## config.mk

```make
export PLATFORM = sky130hd
export DESIGN_NAME = score_keeper
export DESIGN_NICKNAME = d
export VERILOG_FILES = /design/src/rtl/score_pkg.sv /design/src/rtl/score_keeper_point_counter.sv /design/src/rtl/score_keeper.sv
export SDC_FILE = /design/constraint.sdc
export NUM_CORES = 1
export LEC_CHECK = 0
export CORE_AREA = 4 4 62 64
export CTS_BUF_LIST = sky130_fd_sc_hd__clkbuf_4
export DETAILED_ROUTE_END_ITERATION = 6
export DIE_AREA = 0 0 66 68
export HOLD_SLACK_MARGIN = 0.06
export SKIP_CTS_REPAIR_TIMING = 1
export SYNTH_ARGS = -nofsm -noshare
export SYNTH_HDL_FRONTEND = slang
export SYNTH_SLANG_ARGS = --single-unit
```

## constraint.sdc

```tcl
create_clock -name clk -period 4.65 [get_ports clk]
set_input_delay 0.465 -clock clk [delete_from_list [all_inputs] [get_ports clk]]
set_output_delay 0.465 -clock clk [all_outputs]
set_load 0.005 [all_outputs]
```

## src/rtl/score_pkg.sv

```systemverilog
// Shared types and widths for the match score keeper.
package score_pkg;

    localparam int unsigned SCORE_W   = 7;
    localparam int unsigned SCORE_MAX = 127;
    localparam int unsigned LOCK_W    = 8;

    typedef enum logic [1:0] {
        IDLE = 2'd0,
        PLAY = 2'd1,
        OVER = 2'd2
    } state_t;

endpackage

```

## src/rtl/score_keeper_point_counter.sv

```systemverilog
// Per-player saturating point counter with synchronous clear and a registered
// flag that is high while the count equals the win threshold.
module point_counter
    import score_pkg::*;
(
    input  logic               clk,
    input  logic               rst,
    input  logic               clr,
    input  logic               inc,
    input  logic [SCORE_W-1:0] win,
    output logic [SCORE_W-1:0] count,
    output logic               at_win
);

    logic [SCORE_W-1:0] count_next_c;

    // Clear wins over increment; the count never wraps past SCORE_MAX.
    always_comb begin
        count_next_c = count;
        if (clr) begin
            count_next_c = '0;
        end else if (inc && (count != SCORE_W'(SCORE_MAX))) begin
            count_next_c = count + SCORE_W'(1);
        end
    end

    always_ff @(posedge clk) begin
        if (rst) begin
            count  <= '0;
            at_win <= 1'b0;
        end else begin
            count  <= count_next_c;
            at_win <= (count_next_c == win);
        end
    end

endmodule

```

## src/rtl/score_keeper.sv

```systemverilog
// Match score keeper: IDLE/PLAY/OVER state machine over two point counters.
// Optional post-point lockout window is enabled with SCORE_LOCKOUT_EN.
module score_keeper
    import score_pkg::*;
#(
    parameter int unsigned WIN_SCORE      = 10,
    parameter int unsigned LOCKOUT_CYCLES = 4
) (
    input  logic               clk,
    input  logic               rst,
    input  logic               start,
    input  logic               my_hit,
    input  logic               op_hit,
    output logic [SCORE_W-1:0] my_score,
    output logic [SCORE_W-1:0] op_score,
    output logic               playing,
    output logic               game_over
);

    localparam logic [SCORE_W-1:0] WIN     = SCORE_W'(WIN_SCORE);
    localparam logic [SCORE_W-1:0] WIN_M1  = SCORE_W'(WIN_SCORE - 1);

    if (WIN_SCORE < 1 || WIN_SCORE > SCORE_MAX) begin : g_bad_win
        $error("score_keeper: WIN_SCORE out of range");
    end
    if (LOCKOUT_CYCLES < 1 || LOCKOUT_CYCLES > 255) begin : g_bad_lockout
        $error("score_keeper: LOCKOUT_CYCLES out of range");
    end

    state_t state;
    state_t state_next;
    logic   clr_c;
    logic   accept_c;
    logic   my_inc_c;
    logic   op_inc_c;
    logic   lock_free_c;
    logic   my_at_win;
    logic   op_at_win;

`ifdef SCORE_LOCKOUT_EN
    logic [LOCK_W-1:0] lock_cnt;

    assign lock_free_c = (lock_cnt == '0);

    // Lockout window: reloaded on an accepted point, cleared whenever PLAY is left or restarted.
    always_ff @(posedge clk) begin
        if (rst || start || (state_next != PLAY)) begin
            lock_cnt <= '0;
        end else if (accept_c) begin
            lock_cnt <= LOCK_W'(LOCKOUT_CYCLES);
        end else if (lock_cnt != '0) begin
            lock_cnt <= lock_cnt - LOCK_W'(1);
        end
    end
`else
    assign lock_free_c = 1'b1;
`endif

    always_ff @(posedge clk) begin
        if (rst) begin
            state     <= IDLE;
            playing   <= 1'b0;
            game_over <= 1'b0;
        end else begin
            state     <= state_next;
            playing   <= (state_next == PLAY);
            game_over <= (state_next == OVER);
        end
    end

    // Start has priority in every state and drops same-cycle hits.
    always_comb begin
        state_next = state;
        clr_c      = 1'b0;
        accept_c   = 1'b0;
        my_inc_c   = 1'b0;
        op_inc_c   = 1'b0;
        if (start) begin
            state_next = PLAY;
            clr_c      = 1'b1;
        end else if (state == PLAY) begin
            accept_c = (my_hit || op_hit) && lock_free_c && !(my_at_win || op_at_win);
            my_inc_c = accept_c && my_hit;
            op_inc_c = accept_c && op_hit;
            if ((my_inc_c && (my_score == WIN_M1)) || (op_inc_c && (op_score == WIN_M1))) begin
                state_next = OVER;
            end
        end
    end

    point_counter u_my (
        .clk    (clk),
        .rst    (rst),
        .clr    (clr_c),
        .inc    (my_inc_c),
        .win    (WIN),
        .count  (my_score),
        .at_win (my_at_win)
    );

    point_counter u_op (
        .clk    (clk),
        .rst    (rst),
        .clr    (clr_c),
        .inc    (op_inc_c),
        .win    (WIN),
        .count  (op_score),
        .at_win (op_at_win)
    );

endmodule

```

==> results of run 1 <==
[metal layers]
metal  wire length, um  global-route usage [%]
met1              1245                   15.56
met2              1210                   19.77
met3                86                   2.463
met4                33                   5.330
met5                 0                       0
[report_power, final]
group	switching (mW)	internal, mW
clock	0.0556	0.0870
sequential	0.00167	0.173
combinational	0.0112	0.0101
[kinds of logic (layout without fill, tap and decap cells)]
group	count (synthesis)	in the layout	share of synthesized area, %
compound gates	32	32	20.40
xor+xnor	4	4	3.088
simple gates	54	54	29.77
flops	20	20	35.28
fa+ha+maj	4	4	4.410
buf+inv	13	31	5.292
mux	2	2	1.764
[cell type report]
type	count	share of cell area [%]
Multi-Input combinational cell	96	47.78
Sequential cell	20	28.37
Timing Repair Buffer	20	14.18
Tap cell	46	4.078
Clock inverter	1	2.128
Inverter	7	1.862
Clock buffer	3	1.596
[cell usage after synthesis, types with 2 or more instances]
library cell	n
a21boi_0	2
a31oi_1	4
a21oi_1	7
dfxtp_1	20
nor3_1	4
nand2_1	4
clkbuf_1	4
and3_1	5
and4_1	2
nor2b_1	3
nor4b_2	2
a211oi_1	2
inv_1	7
nor4b_1	2
mux2i_1	2
nand4_1	4
nor2_1	13
a311oi_1	3
xnor2_1	3
o21ai_0	4
nand3_1	5
ha_1	4
a41oi_1	2
[critical path, delay by kind of cell]
family          cells  cell delay [ps]
compound gates      1              100
simple gates        4             1340
buf+inv             1              600
[flip-flops by register name, indices dropped and copies added (netlist names)]
name / cells
playing: 1
u_my.at_win: 1
state: 2
u_my.count: 7
game_over: 1
u_op.at_win: 1
u_op.count: 7
[stage by stage]
| step | power (mW) | worst slack (ps) | utilization (%) | area, um^2 | hold WS (ps) |
|---|---|---|---|---|---|
| after floorplan | 0.1918 | 2799 | - | 1135 | 502.1 |
| after global placement | 0.1998 | 2082 | 41.37 | 1359 | 538.7 |
| after detailed placement | 0.1999 | 2044 | 41.37 | 1359 | 543.7 |
| after CTS | 0.3419 | 2363 | 42.97 | 1411 | 564.6 |
| after global routing | 0.3511 | 2205 | 42.97 | 1411 | 604.9 |
| final | 0.3384 | 2365 | 42.97 | 1411 | 555.6 |
[final timing paths]
path / from / endpoint / slack (ps) / cells after the start
min reg2reg: state[0]$_SDFF_PP0_ / game_over$_SDFF_PP0_ / 560 / 2
max: start / u_op.at_win$_SDFF_PP0_ / 2370 / 6
max reg2reg: state[0]$_SDFF_PP0_ / u_my.at_win$_SDFF_PP0_ / 2550 / 5
min: state[0]$_SDFF_PP0_ / game_over$_SDFF_PP0_ / 560 / 2
[placed cells by master (no fill, tap or decap), drive strengths merged, types with 2 or more instances in the layout]
cell / Yosys / final
nand2: 4 / 4
dfxtp: 20 / 20
nor2: 13 / 13
nand3: 5 / 5
and3: 5 / 5
a21oi: 8 / 8
inv: 7 / 7
a41oi: 2 / 2
nor4b: 5 / 5
a21o: 2 / 2
a21boi: 2 / 2
a211oi: 2 / 2
clkdlybuf4s50: 0 / 20
o21ai: 4 / 4
xnor2: 3 / 3
a31oi: 4 / 4
mux2i: 2 / 2
nor2b: 3 / 3
a311oi: 3 / 3
nand4: 4 / 4
ha: 4 / 4
nor3: 4 / 4
and4: 3 / 3
clkbuf: 4 / 3
==> summary.txt, run 1 <==
Peak VDD IR -> 0.09878 mV
final setup TNS -> 0 ps
cell row count -> 21
Detailed Route Iter0 Violations -> 70
Ys Warns -> 0
Critical Path Source Type -> input port
Die ar. -> 4488 um^2
hpwl dp -> 1916 um
clock root buffer -> clkbuf_4
CP max stage cell -> clkdlybuf4s50_1
CP endpoint kind -> flip-flop
Max Cap Violations -> 0
final hold viol count -> 0
ant diodes -> 0
Synth cell types -> 44
Post-Syn Instances -> 129
Max-slew headroom -> 59.34%
first-pass GRT wire length -> 4305 um
# IOs -> 21
CP cell instances -> clkdlybuf4s50_1 -> nor4b_4 -> and2_1 -> and4_1 -> a211oi_1 -> nor4b_2
Worst path max stage delay -> 600 ps
PwrDens -> 239.8 nW/um^2
initial antenna violation count -> 0
vias in the first global route -> 937
# fillers -> 314
status -> completed
Clock Pin Slew Worst Setup and Hold Paths -> 120 ps
most area-consuming cells after synthesis -> dfxtp_1, ha_1, nor2_1
Initial Util -> 34.55%
share of post-route cells with drive strength above 1 -> 8.844%
sequential cell area fraction in the yosys report -> 35.28%
Vias per Instance -> 5.130
Least-Margin Pin Slew -> 601.4 ps
DRT antenna net count -> 0
crit-path max FO -> 10
register area -> 400.4 um^2
core area -> 3284 um^2
Layout Skew -> 6.620 ps
Cells after DPL -> 189
final instance count without filler cells -> 193
crit path kind -> in2reg
largest net degree at the start of global routing -> 14
clock sink count -> 20
CTS tree -> built
WL per Instance -> 13.35 um
Die Ht -> 68 um
layout net count -> 157
Hold Crit Class -> reg2reg
synth-to-layout area growth -> 24.37%
Routed WL -> 2576 um
routability congestion estimate from global placement -> 0.8718
IO Port Bufs -> 20
drt pass-1 iters -> 4
final worst path period need -> 2285 ps
Clk Latency, worst-skew pair -> 300 ps
DRC -> 0
share of the synthesized area in the top cell type -> 35.28%
Peak Freq -> 437.7 MHz
CP Data Required Time -> 4870 ps
total gr overflow -> 0
EDFF count, synth -> 0
synthesized area per cell -> 8.797 um^2
cts bufs inserted -> 3
syn_nets -> 138
mapped cell area -> 1135 um^2
via count -> 990
Yosys top cell by area -> dfxtp_1
LEAKAGE -> 0.4877 nW
Final period util -> 49.14%
GRT Util Overall -> 12.14%
fraction of registers with async set or reset after synthesis -> 0%
Max Buffers Root-to-Sink -> 2
CTS H-Tree Depth -> 1
final setup fails -> 0
RSZ-0062 raised after global routing -> no
Die Wd -> 66 um
Worst EP arrival -> 2510 ps
Multi-input gate area -> 674.4 um^2
Slew Viols, Final -> 0
FF+latch count, synth -> 20
Synth Flop Type -> dfxtp_1
Note: power is estimated with default switching activity, not from simulation.
==> run 2: changes to the inputs <==
clock period = 1.8 ns   (was 4.65 ns; I/O delays follow)
==> summary.txt, run 2 (same netlist as run 1, synthesis figures left out) <==
status -> completed
crit path launch -> state[1]$_SDFF_PP0_
dpl ws -> -260.9 ps
final instance count without filler cells -> 216
initial antenna violation count -> 0
WL per Instance -> 14.03 um
Detailed Route Iter0 Violations -> 56
GRT Util Overall -> 13.29%
Max-slew headroom -> 78.32%
core area -> 3284 um^2
cell row count -> 21
Final WS setup -> 12.92 ps
Die Ht -> 68 um
crit path kind -> reg2reg
DRC -> 0
layout net count -> 181
final worst path period need -> 1787 ps
CTS H-Tree Depth -> 1
CTS tree -> built
Final period util -> 99.28%
hpwl dp -> 2143 um
final hold viol count -> 0
commonest non-fill, non-tap cell in the layout -> buf_4
routability congestion estimate from global placement -> 0.8067
cts bufs inserted -> 3
Slew Viols, Final -> 0
hold_sp -> u_my.count[2]$_SDFF_PP0_
most frequent cells in the layout -> buf_4, clkdlybuf4s50_1, dfxtp_1
share of post-route cells with drive strength above 1 -> 31.18%
crit-path max FO -> 4
Worst EP arrival -> 2010 ps
Initial Util -> 34.55%
CP endpoint kind -> flip-flop
ant diodes -> 0
Peak VDD IR -> 0.2349 mV
Peak Freq -> 559.6 MHz
Critical Path Source Type -> flip-flop
Max Cap Violations -> 0
PwrDens -> 460.2 nW/um^2
CP Data Required Time -> 2030 ps
first-pass GRT wire length -> 4574 um
Clock Pin Slew Worst Setup and Hold Paths -> 110 ps
Least-Margin Pin Slew -> 324.7 ps
Vias per Instance -> 5.130
synth-to-layout area growth -> 44.76%
Cells after DPL -> 209
Critical R2R Launch -> state[1]$_SDFF_PP0_
RSZ-0062 raised after global routing -> yes
Routed WL -> 3030 um
Layout Skew -> 1.806 ps
clock sink count -> 20
IO Port Bufs -> 20
final setup fails -> 0
Top Registers -> u_my.count (7), u_op.count (7), state (2)
final setup TNS -> 0 ps
largest net degree at the start of global routing -> 13
Hold Crit Class -> reg2reg
clock root buffer -> clkbuf_4
DRT antenna net count -> 0
LEAKAGE -> 0.6143 nW
via count -> 1108
drt pass-1 iters -> 4
Die Wd -> 66 um
Clk Latency, worst-skew pair -> 310 ps
Die ar. -> 4488 um^2
vias in the first global route -> 997
Max Buffers Root-to-Sink -> 2
total gr overflow -> 0
# IOs -> 21
## run 2: routing by layer
metal  share of wire, %  GRT usage [%]  vias to the layer above
li1                   -              -                      563
met1                 47          16.54                      525
met4                2.6          7.107                        0
met2                 48          22.40                       14
met5                  0              0                        -
met3                2.0          1.642                        6
## run 2: worst max-delay path: stages, from the launching register on
cell and delay, ps:
dfxtp_2 350, buf_6 120, nor4b_4 250, buf_4 180, o211ai_4 80, or3_1 370, a21oi_2 160, nor4b_2 200
## run 2: final cells by class
class | instances | area [um^2]
flip-flops and latches | 20 | 405.4
inverters | 7 | 26.28
repair buffers | 44 | 384.1
fillers | 316 | 1642
clock buffers | 3 | 22.52
multi-input cells | 96 | 747.0
well taps | 46 | 57.56
## run 2: through the flow
step                util, %  cell area (um^2)  hold WS (ps)  power, mW
floorplan                 -              1135         249.1     0.4955
global placement      45.94              1509         549.8     0.5337
detailed placement    45.94              1509         550.8     0.5342
CTS                   46.63              1531         578.8     0.7558
global route          50.02              1643         589.7     0.7868
finish                50.02              1643         581.4     0.7561
## run 2: report_power, final
part           internal [mW]  total (mW)  switching, mW  leakage [nW]
logic                 0.0441      0.0845         0.0404         0.437
clock network         0.0783       0.223          0.145        0.0138
registers              0.446       0.448        0.00198         0.164
total                  0.569       0.756          0.187         0.614
## run 2: path summary, 6_finish.rpt
kind / end / slack (ps) / cells after the start
worst max register to register: u_my.at_win$_SDFF_PP0_ / 10 / 7
worst min-delay path: u_my.count[2]$_SDFF_PP0_ / 580 / 1
worst max-delay path: u_my.at_win$_SDFF_PP0_ / 10 / 7
worst min register to register: u_my.count[2]$_SDFF_PP0_ / 580 / 1
==> run 3: changes to the inputs <==
ABC_CLOCK_PERIOD_IN_PS = 1800   (was unset)
CORE_AREA = 4 4 59 61   (was 4 4 62 64)
DIE_AREA = 0 0 63 65   (was 0 0 66 68)
==> summary.txt, run 3 (same netlist as run 1, synthesis figures left out) <==
status -> completed
LEAKAGE -> 0.6130 nW
P_int -> 0.5683 mW
Peak Freq -> 577.5 MHz
Die Wd -> 63 um
Sw Share -> 23.93%
hpwl dp -> 2149 um
cts bufs inserted -> 3
Hold Crit Class -> in2reg
crit path kind -> reg2reg
GRT Util Overall -> 14.97%
final instance count without filler cells -> 204
final worst path period need -> 1732 ps
Sw Pwr -> 0.1788 mW
CP delay by family, top -> simple AND/OR/NAND/NOR gates
first-pass GRT wire length -> 4968 um
core area -> 2978 um^2
crit-path max FO -> 5
CP Buf/Inv Count -> 3
final setup fails -> 0
CTS H-Tree Depth -> 1
most frequent cells in the layout -> buf_4, clkdlybuf4s50_1, dfxtp_1
synth-to-layout area growth -> 42.45%
cell row count -> 20
Max-slew headroom -> 75.92%
Vias per Instance -> 5.520
WL per Instance -> 14.27 um
final core occ -> 54.29%
clock root buffer -> clkbuf_4
IO Port Bufs -> 20
Routed WL -> 2911 um
layout net count -> 182
clock share of power -> 29.1%
Pwr Total -> 0.7471 mW
final hold viol count -> 0
clock sink count -> 20
Die Ht -> 65 um
# IOs -> 21
commonest non-fill, non-tap cell in the layout -> buf_4
Die ar. -> 4095 um^2
Max Cap Violations -> 0
ant diodes -> 0
Worst path max stage delay -> 350 ps
Multi-input gate area -> 730.7 um^2
Slew Viols, Final -> 0
total gr overflow -> 0
Layout Skew -> 1.461 ps
Clk Latency, worst-skew pair -> 300 ps
PwrDens -> 462.2 nW/um^2
Clock Pin Slew Worst Setup and Hold Paths -> 110 ps
Detailed Route Iter0 Violations -> 45
initial antenna violation count -> 0
CP max stage cell -> dfxtp_2
Max Buffers Root-to-Sink -> 2
Final period util -> 96.20%
Initial Util -> 38.11%
combinational share of power -> 10.9%
Critical Path Source Type -> flip-flop
Top Registers -> u_my.count (7), u_op.count (7), state (2)
Worst EP arrival -> 1950 ps
CP endpoint kind -> flip-flop
largest net degree at the start of global routing -> 13
routability congestion estimate from global placement -> 0.8837
DRT antenna net count -> 0
Peak VDD IR -> 0.2375 mV
DRC -> 0
vias in the first global route -> 1155
# fillers -> 282
Cells after DPL -> 200
CP Data Required Time -> 2020 ps
Least-Margin Pin Slew -> 358.0 ps
via count -> 1126
Reg power frac -> 60.0%
CP cell instances -> buf_6 -> nor4b_4 -> buf_4 -> and4_4 -> buf_4 -> a311oi_4 -> nor4b_4
RSZ-0062 raised after global routing -> yes
share of post-route cells with drive strength above 1 -> 26.90%
CTS tree -> built
register area -> 404.1 um^2
drt pass-1 iters -> 4
run 3: changes by cell type in the layout (fill, tap and decap cells not counted), sizes merged:
cell	previous run	this run
buf	24	25
run 3: path summary, 6_finish.rpt:
kind | startpoint | to | slack [ps] | cells past startpoint
max | state[1]$_SDFF_PP0_ | u_my.at_win$_SDFF_PP0_ | 70 | 7
min reg2reg | u_my.count[2]$_SDFF_PP0_ | u_my.count[2]$_SDFF_PP0_ | 580 | 1
max reg2reg | state[1]$_SDFF_PP0_ | u_my.at_win$_SDFF_PP0_ | 70 | 7
min | rst | u_my.count[4]$_SDFF_PP0_ | 570 | 3
run 3: power by group through the flow:
stage | clock (mW) | sequential (mW) | combinational, mW
after floorplan | 0 | 0.460 | 0.0352
after global placement | 0 | 0.458 | 0.0769
after detailed placement | 0 | 0.458 | 0.0773
after CTS | 0.224 | 0.448 | 0.0778
after global routing | 0.239 | 0.449 | 0.0887
final | 0.218 | 0.448 | 0.0813
run 3: worst reg2reg max path: stages (launching register included):
cell	delay, ps
dfxtp_2	350
buf_6	120
nor4b_4	250
buf_4	180
and4_4	250
buf_4	130
a311oi_4	110
nor4b_4	270
run 3: stage by stage:
| step | hold WS, ps | setup TNS [ps] | setup WS (ps) | cell area, um^2 |
|---|---|---|---|---|
| floorplan | 249.1 | 0 | 25.95 | 1135 |
| global placement | 544.5 | -464.1 | -121.7 | 1523 |
| detailed placement | 542.8 | -771.5 | -201.4 | 1523 |
| CTS | 567.6 | -61.71 | -34.78 | 1545 |
| global route | 569.3 | -51.27 | -43.14 | 1617 |
| finish | 571.1 | 0 | 68.39 | 1617 |
run 3: layout make-up:
| class | instances | area share, % |
|---|---|---|
| Sequential cell | 20 | 25.00 |
| Clock buffer | 3 | 1.393 |
| Tap cell | 33 | 2.554 |
| Timing Repair Buffer | 45 | 24.23 |
| Multi-Input combinational cell | 96 | 45.20 |
| Inverter | 7 | 1.625 |
run 3: routing by layer:
metal	wire length, um	track usage (%)
met2	1408	25.69
met3	136	2.946
met5	0	0
met1	1339	17.63
met4	27	7.713
